<file path="config.mk">
export PLATFORM = sky130hd
export DESIGN_NAME = dicke_sync_demodulator
export DESIGN_NICKNAME = d
export VERILOG_FILES = /design/src/rtl/radiometer_pkg.sv /design/src/rtl/switch_edge_sync.sv /design/src/rtl/dicke_sync_demodulator.sv
export SDC_FILE = /design/constraint.sdc
export NUM_CORES = 1
export LEC_CHECK = 0
export CORE_MARGIN = 3
export CORE_UTILIZATION = 64
export DETAILED_ROUTE_END_ITERATION = 7
export GPL_TIMING_DRIVEN = 0
export PLACE_DENSITY = 0.84
export SYNTH_ARGS = -nofsm -noshare
export SYNTH_HDL_FRONTEND = slang
export SYNTH_SLANG_ARGS = --single-unit
</file>
<file path="constraint.sdc">
create_clock -name clk -period 11.05 [get_ports clk]
set_clock_uncertainty 0.15 [all_clocks]
set_input_delay 1.105 -clock clk [delete_from_list [all_inputs] [get_ports clk]]
set_output_delay 1.105 -clock clk [all_outputs]
set_load 0.1 [all_outputs]
</file>
<file path="src/rtl/radiometer_pkg.sv">
// Shared definitions for the Dicke-switched radiometer demodulator.
// Macro DICKE_DEMOD_BLANKING_EN adds the BLANK state to the state encoding.
package radiometer_pkg;

  localparam int DEFAULT_SAMPLE_W = 12;
  localparam int DEFAULT_CNT_W    = 16;

  typedef enum logic [1:0] {
    ALIGN   = 2'd0,
`ifdef DICKE_DEMOD_BLANKING_EN
    BLANK   = 2'd1,
`endif
    ACCUM   = 2'd2,
    PUBLISH = 2'd3
  } demod_state_t;

  // Signed difference of two unsigned accumulators needs one extra bit.
  function automatic int result_width(input int sample_w, input int cnt_w);
    return sample_w + cnt_w + 1;
  endfunction

endpackage

</file>
<file path="src/rtl/switch_edge_sync.sv">
// Two-flop synchronizer for the looped-back Dicke switch drive, plus
// single-cycle rise/fall pulses on the synchronized level.
module switch_edge_sync (
  input  logic clk,
  input  logic clr,
  input  logic async_in,
  output logic level,
  output logic rise,
  output logic fall
);

  logic meta;
  logic stable;
  logic stable_d;

  always_ff @(posedge clk) begin
    if (clr) begin
      meta     <= 1'b0;
      stable   <= 1'b0;
      stable_d <= 1'b0;
    end else begin
      meta     <= async_in;
      stable   <= meta;
      stable_d <= stable;
    end
  end

  assign level = stable;
  assign rise  = stable & ~stable_d;
  assign fall  = ~stable & stable_d;

endmodule

</file>
<file path="src/rtl/dicke_sync_demodulator.sv">
// Synchronous Dicke demodulator: integrates antenna and reference samples over
// PERIODS switch periods and publishes their difference. Blanking after switch
// edges is built only when DICKE_DEMOD_BLANKING_EN is defined.
module dicke_sync_demodulator
  import radiometer_pkg::*;
#(
  parameter int SAMPLE_W      = DEFAULT_SAMPLE_W,
  parameter int CNT_W         = DEFAULT_CNT_W,
  parameter int PERIODS       = 16,
  parameter int BLANK_SAMPLES = 4
) (
  input  logic                         clk,
  input  logic                         clr,
  input  logic                         switch_signal,
  input  logic                         sample_valid,
  input  logic [SAMPLE_W-1:0]          sample,
  output logic                         result_valid,
  input  logic                         result_ready,
  output logic signed [SAMPLE_W+CNT_W:0] result,
  output logic                         overrun
);

  localparam int              ACC_W     = SAMPLE_W + CNT_W;
  localparam int              RES_W     = result_width(SAMPLE_W, CNT_W);
  localparam logic [CNT_W-1:0] CNT_MAX  = '1;
  // Edges alternate, so the window closes on rising edge number 2*PERIODS-1.
  localparam logic [8:0]      LAST_EDGE = 9'(2 * PERIODS - 1);

  if (PERIODS < 1 || PERIODS > 255 || BLANK_SAMPLES < 0 || BLANK_SAMPLES > 15) begin : g_param_check
    $error("dicke_sync_demodulator: PERIODS or BLANK_SAMPLES out of range");
  end

`ifdef DICKE_DEMOD_BLANKING_EN
  localparam logic [3:0]   BLANK_LAST = 4'(BLANK_SAMPLES - 1);
  localparam demod_state_t AFTER_EDGE = (BLANK_SAMPLES == 0) ? ACCUM : BLANK;
  logic [3:0] blank_cnt;
`else
  localparam demod_state_t AFTER_EDGE = ACCUM;
`endif

  demod_state_t            state;
  logic                    sw_level;
  logic                    sw_rise;
  logic                    sw_fall;
  logic                    sw_edge;
  logic                    closing_edge;
  logic                    take_sample;
  logic                    publish_ok;
  logic [ACC_W-1:0]        sum_ant;
  logic [ACC_W-1:0]        sum_ref;
  logic [ACC_W-1:0]        ant_base;
  logic [ACC_W-1:0]        ref_base;
  logic [CNT_W-1:0]        cnt_ant;
  logic [CNT_W-1:0]        cnt_ref;
  logic [CNT_W-1:0]        cnt_ant_base;
  logic [CNT_W-1:0]        cnt_ref_base;
  logic [8:0]              edge_cnt;
  logic signed [RES_W-1:0] diff;

  switch_edge_sync u_switch_edge_sync (
    .clk      (clk),
    .clr      (clr),
    .async_in (switch_signal),
    .level    (sw_level),
    .rise     (sw_rise),
    .fall     (sw_fall)
  );

  // PUBLISH restarts the window, so a sample taken that cycle starts from zero.
  always_comb begin
    sw_edge      = sw_rise | sw_fall;
    closing_edge = sw_rise && (edge_cnt == LAST_EDGE);
    publish_ok   = !result_valid || result_ready;
    diff         = $signed({1'b0, sum_ant}) - $signed({1'b0, sum_ref});
    ant_base     = (state == PUBLISH) ? '0 : sum_ant;
    ref_base     = (state == PUBLISH) ? '0 : sum_ref;
    cnt_ant_base = (state == PUBLISH) ? '0 : cnt_ant;
    cnt_ref_base = (state == PUBLISH) ? '0 : cnt_ref;
`ifdef DICKE_DEMOD_BLANKING_EN
    take_sample  = sample_valid && (state == ACCUM) && !sw_edge;
`else
    take_sample  = sample_valid && ((state == ACCUM) || (state == PUBLISH));
`endif
  end

  always_ff @(posedge clk) begin
    if (clr) begin
      state        <= ALIGN;
      sum_ant      <= '0;
      sum_ref      <= '0;
      cnt_ant      <= '0;
      cnt_ref      <= '0;
      edge_cnt     <= '0;
      result       <= '0;
      result_valid <= 1'b0;
      overrun      <= 1'b0;
`ifdef DICKE_DEMOD_BLANKING_EN
      blank_cnt    <= '0;
`endif
    end else begin
      if (result_valid && result_ready) begin
        result_valid <= 1'b0;
      end

      unique case (state)
        ALIGN: begin
          if (sw_rise) begin
            edge_cnt <= '0;
            sum_ant  <= '0;
            sum_ref  <= '0;
            cnt_ant  <= '0;
            cnt_ref  <= '0;
            state    <= AFTER_EDGE;
`ifdef DICKE_DEMOD_BLANKING_EN
            blank_cnt <= '0;
`endif
          end
        end

`ifdef DICKE_DEMOD_BLANKING_EN
        BLANK: begin
          if (closing_edge) begin
            state <= PUBLISH;
          end else if (sw_edge) begin
            edge_cnt  <= edge_cnt + 1'b1;
            blank_cnt <= '0;
          end else if (sample_valid) begin
            blank_cnt <= blank_cnt + 1'b1;
            if (blank_cnt == BLANK_LAST) begin
              state <= ACCUM;
            end
          end
        end
`endif

        ACCUM: begin
          if (closing_edge) begin
            state <= PUBLISH;
          end else if (sw_edge) begin
            edge_cnt <= edge_cnt + 1'b1;
`ifdef DICKE_DEMOD_BLANKING_EN
            blank_cnt <= '0;
            state     <= AFTER_EDGE;
`endif
          end
        end

        PUBLISH: begin
          if (publish_ok) begin
            result       <= diff;
            result_valid <= 1'b1;
          end else begin
            overrun <= 1'b1;
          end
          edge_cnt <= '0;
          sum_ant  <= '0;
          sum_ref  <= '0;
          cnt_ant  <= '0;
          cnt_ref  <= '0;
          state    <= AFTER_EDGE;
`ifdef DICKE_DEMOD_BLANKING_EN
          blank_cnt <= '0;
`endif
        end

        default: state <= ALIGN;
      endcase

      // A saturated phase stops accumulating for the rest of the window.
      if (take_sample) begin
        if (sw_level) begin
          if (cnt_ant_base == CNT_MAX) begin
            overrun <= 1'b1;
          end else begin
            sum_ant <= ant_base + ACC_W'(sample);
            cnt_ant <= cnt_ant_base + 1'b1;
          end
        end else begin
          if (cnt_ref_base == CNT_MAX) begin
            overrun <= 1'b1;
          end else begin
            sum_ref <= ref_base + ACC_W'(sample);
            cnt_ref <= cnt_ref_base + 1'b1;
          end
        end
      end
    end
  end

endmodule

</file>
Word level (Yosys, flattened, before mapping):

Cells that the tools add are included.
Widths: inputs -> output; s select.

* register bits: 133
* output and inout port bits: 31
* word-level logic and storage cells: 83
* input port bits: 17

* add/sub/neg operators: 6
* bitwise operators: 5
* multiplexer cells: 40
* reduce and logical (&&, ||, !) cells: 11
* equal/unequal tests: 9

Operator list (number)
* $mux 28: 10
* $mux 16: 10
* $pmux 28 s2: 2
* $pmux 16 s2: 2
* $add 28x12->28: 2
* $add 16x1->16 const B: 2
* $eq 16x16->1 const B: 2
* $sub 28x28->29: 1
* $mux 9: 3
* $pmux 9 s3: 1
* $add 9x1->9 const B: 1
* $eq 9x5->1 const B: 1
* $mux 1: 9
* $ne 2x2->1 const B: 4
* $pmux 2 s3: 1
* $eq 2x2->1 const B: 2
* $mux 2: 2
* $reduce_and 2->1: 2
* $reduce_and 4->1: 1
* $logic_and 1x1->1: 3
* $reduce_bool 3->1: 1
* $and 1x1->1: 2
* $logic_not 2->1: 1
* $logic_or 1x1->1: 2
* 3 further kinds: 4

Logic depth before layout (Yosys ltp):

* depth in word-level cells: 7
* depth in mapped cells: 17
* mapped depth without buffers: 13

Hierarchy:

From an unflattened synthesis, not the netlist that was laid out.

* cell total of the unflattened synthesis: 1175
* area total of the unflattened synthesis: 9091.2 um^2

Modules (own cells, without submodules)
* dicke_sync_demodulator: seq. area each 2602.5 um^2, times used 1, cells each 1167, area each 8999.9 um^2
* switch_edge_sync: seq. area each 60.1 um^2, times used 1, cells each 8, area each 91.3 um^2

Least setup slack after synthesis:

No wires, ideal clock.

* kind: register to register
* from: register state[1]
* to: register sum_ref[22]
* period minus slack after synthesis: 3798 ps
* slack: 7252 ps
* stages on the path, launching flop included: 15
* buffers on the path: 3
* arrival: 3513 ps
* required time: 10766 ps
* setup time: 134 ps
* cells stage by stage: dfxtp_1 -> ha_1 -> clkbuf_1 -> clkbuf_1 -> clkbuf_1 -> nor2_1 -> ha_1 -> nor2b_1 -> o21ai_0 -> a21oi_1 -> nor3_1 -> o41ai_4 -> nand3_1 -> o311ai_0 -> o31ai_1

* longest elaborated chain between the ends: 6
* elaborated cells between the ends (all ways): 13
* those cells by class: 1 x add/sub; 3 x eq/ne; 6 x mux; 3 x reduce/logical

RTL lines
* start, declared: line dicke_sync_demodulator.sv:41 `demod_state_t state;`
* start signal, assigned: line dicke_sync_demodulator.sv:88 `state <= ALIGN;`
* start signal, assigned: line dicke_sync_demodulator.sv:113 `state <= AFTER_EDGE;`
* start signal, assigned: line dicke_sync_demodulator.sv:138 `state <= PUBLISH;`
* $eq 2x2->1
* $mux 28 or $mux 16 (tied branches): line dicke_sync_demodulator.sv:76, dicke_sync_demodulator.sv:78
* $add 28x12->28 or $eq 16x16->1 (tied branches): line dicke_sync_demodulator.sv:182, dicke_sync_demodulator.sv:179
* $mux 28: line dicke_sync_demodulator.sv:179 `if (cnt_ref_base == CNT_MAX) begin`
* $mux 28: line dicke_sync_demodulator.sv:171 `if (sw_level) begin`
* $mux 28 (*): line dicke_sync_demodulator.sv:170 `if (take_sample) begin`
* end signal, assigned: line dicke_sync_demodulator.sv:182 `sum_ref <= ref_base + ACC_W'(sample);`
* end, declared: line dicke_sync_demodulator.sv:50 `logic [ACC_W-1:0] sum_ref;`

Mark *: on every way between the ends. The rest lies on a longest branch, timed or not.
A chain may end at the register's enable or synchronous reset.

Worst setup path in the final report:

* from: register state[1]
* to: register sum_ref[18]

The elaborated chain is that of the path after synthesis.

==> impl_metrics.py <==
metrics = {
    "worst_setup_path": {
        "critPathLaunch": "state[1]",
        "critPathKind": "reg2reg",
        "startpoint_type": "flip-flop",
        "cp_max_fo": 10,
        "arrival_ps": 5480,
        "critPathCapture": "sum_ref[18]",
        "timing.rr.end": "sum_ref[18]",
        "cp_data_required_time_ps": 11200,
        "worstSetupEndpointType": "flip-flop",
        "setup.reg_to_reg.worst_slack_ps": 5720,
        "rr_startpoint": "state[1]",
        "r2r_cells": 14,
    },
    "finish": {
        "drive_above_1_share_pct": 4.815,
        "final_area_mm2": 0.01023,
        "area_delta_synth_final_pct": 13.91,
        "nets": 1334,
        "antenna_cells": 0,
    },
    "synth": {
        "syn_inst": 1188,
        "yosys.cell_count.top_type": "dfxtp_1",
        "yosysWarnings": 0,
        "synth_area_leaders": "dfxtp_1 30%, ha_1 8.4%, a21oi_1 6.4%",
        "postSynthAreaPerCell_um2": 7.558,
        "synth_common_cells": "133 x dfxtp_1, 121 x nand2_1, 115 x a21oi_1, 115 x nor2_1, 80 x o21ai_0",
        "ys_seq_area_share_pct": 29.65,
        "syn-cell-area_mm2": 0.008979,
        "synth_nets": 1268,
        "synth_top_area_share_pct": 29.65,
        "synth_enable_flop_cells": 0,
        "synth_flop_cell": "dfxtp_1",
        "synth_largest_area_cell": "dfxtp_1",
        "ys_types": 79,
        "ys_ff_latch": 133,
        "async_flop_share_pct": 0,
    },
    "cts": {
        "numCtsBuffers": 17,
        "cts_tree": "yes",
        "cts_resized": 0,
        "clock_latency_ps": 440,
        "cts_hold_buf": 0,
        "postCtsSetupBuffers": 0,
        "cts_sinks": 133,
        "max-clock-path-buffers": 2,
        "cts-htree-levels": 4,
        "clkTransAtPathRegs_ps": 70,
        "root_buffer": "clkbuf_16",
    },
    "floorplanning": {
        "start_util_pct": 66.48,
        "die_width_um": 124.4,
        "die_y_um": 124.4,
        "fp-row-count": 42,
        "die_area_mm2": 0.01549,
        "core_area_mm2": 0.01351,
        "pin_count": 48,
    },
    "sta": {
        "maxSlewViolCount": 0,
        "worst_pin_slew_ps": 1208,
        "setup_viol": 0,
        "finalHoldViolations": 0,
        "fmax_mhz": 187.7,
        "finalCriticalPeriod_ps": 5326,
        "finalSetupTns_ps": 0,
        "min_period_over_period_pct": 48.20,
        "rsz0062_at_grt": "false",
        "slew_headroom_pct": 18.80,
    },
    "global_routing": {
        "grtUsageMet1_pct": 45.67,
        "met2_usage_pct": 50.95,
        "grt-ovfl-total": 0,
        "gr-usage-all-layers_pct": 33.67,
        "grt_use_met3_pct": 7.461,
        "grt_max_degree": 17,
        "top_usage_layer": "met2",
        "antenna_found_initial": 0,
        "grt_pass1_vias": 8553,
        "grt_pass1_wl_um": 42880,
    },
    "routing": {
        "antenna_left": 0,
        "drt_iter0_markers": 1109,
        "via_per_inst": 6.525,
        "dr.pass1.iters": 7,
        "vias": 9416,
        "routed_wl_um": 27090,
        "wire_per_inst_um": 18.77,
        "route.detailed.drc": 0,
    },
    "status": {
        "status": "finished clean",
    },
    "power": {
        "leakagePower_nw": 3.984,
        "peakVddDrop_mv": 0.1134,
        "p_per_area_mw_per_mm2": 120.5,
    },
    "flow_run": {
        "cap_violations": 0,
    },
    "placement": {
        "placed_area_mm2": 0.009669,
        "place_hpwl_um": 19660,
        "portBuffers": 47,
        "place_congestion": 0.9573,
    },
    "hold_path": {
        "hp-class": "reg2reg",
    },
}
[worst min-delay path by stage]
stage	slack, ps	cells after the start	to	from
3_5_place_dp	280	1	u_switch_edge_sync.level	u_switch_edge_sync.meta
4_1_cts	290	1	u_switch_edge_sync.level	u_switch_edge_sync.meta
5_1_grt	300	1	u_switch_edge_sync.level	u_switch_edge_sync.meta
2_1_floorplan	260	1	u_switch_edge_sync.level	u_switch_edge_sync.meta
6_report	300	1	u_switch_edge_sync.level	u_switch_edge_sync.meta
3_3_place_gp	270	1	u_switch_edge_sync.level	u_switch_edge_sync.meta
[cell type report]
type,count,area [um^2]
Clock inverter,15,132.6
Sequential cell,133,2663
Inverter,56,210.2
Timing Repair Buffer,47,470.5
Tap cell,176,220.2
Buffer,61,280.3
Clock buffer,17,425.4
Fill cell,1041,3278
Multi-Input combinational cell,938,5826
[report_power, final]
group,internal (mW),switching [mW]
Combinational,0.0735,0.129
Clock,0.310,0.234
Sequential,0.483,0.00277
[routing by layer]
layer / vias to the layer above / share of wire (%)
li1: 4457 / -
met1: 4366 / 43
met2: 487 / 44
met3: 106 / 8.9
met4: 0 / 4.3
met5: - / 0
[placed cells by master, fill, tap and decap left out, types with 9 or more instances in the layout]
master,count
a211oi_1,12
dfxtp_1,133
o21ai_0,80
and3_1,21
nor2_1,115
nor2b_1,33
o21a_1,12
nand2b_1,14
xor2_1,12
clkdlybuf4s50_1,47
o31ai_1,9
or3_1,15
o211ai_1,12
nor3_1,18
nand2_1,121
a31oi_1,29
inv_1,54
a32oi_1,14
a21oi_1,115
clkbuf_16,17
clkbuf_1,52
nand4_1,18
xnor2_1,20
ha_1,60
a21o_1,17
nand3_1,69
[cell families after synthesis]
kind of cell	after synthesis	share of synthesized area [%]
adders and majority gates	63	9.030
DFF	133	29.65
buffers and inverters	117	5.463
muxes	4	0.4599
xor gates and xnor gates	32	3.122
AOI/OAI and AO/OA	369	26.46
and+or+nand+nor	470	25.81
[stage by stage]
stage / util (%) / std cells / hold slack (ps) / worst slack, ps / power (mW)
6_report: 75.73 / 1443 / 296.2 / 5724 / 1.232
5_1_grt: 75.73 / 1443 / 302.5 / 5554 / 1.268
4_1_cts: 75.73 / 1443 / 295.0 / 5912 / 1.224
3_5_place_dp: 71.60 / 1411 / 280.3 / 6066 / 0.6889
3_3_place_gp: 71.60 / 1411 / 270.4 / 6064 / 0.6854
2_1_floorplan: - / 1188 / 263.8 / 7252 / 0.6349
[sequential cells by signal, summed over array words and instances, names as in the netlist]
name / flops
u_switch_edge_sync.stable_d: 1
state: 2
sum_ant: 28
cnt_ref: 16
u_switch_edge_sync.level: 1
cnt_ant: 16
sum_ref: 28
u_switch_edge_sync.meta: 1
result_valid: 1
edge_cnt: 9
overrun: 1
result: 29
[worst max-delay path, cell delays in order, from the launching register on]
cell      delay (ps)
dfxtp_1          400
ha_1             410
clkbuf_1         430
clkbuf_1         600
clkbuf_1         440
nor2_1            90
ha_1             360
nor2b_1          180
o21ai_0          140
a21oi_1          230
nor3_1           130
o41ai_4          680
nand3_1          340
o311ai_0         480
o31ai_1          140
Power figures use the tool's default switching activity.
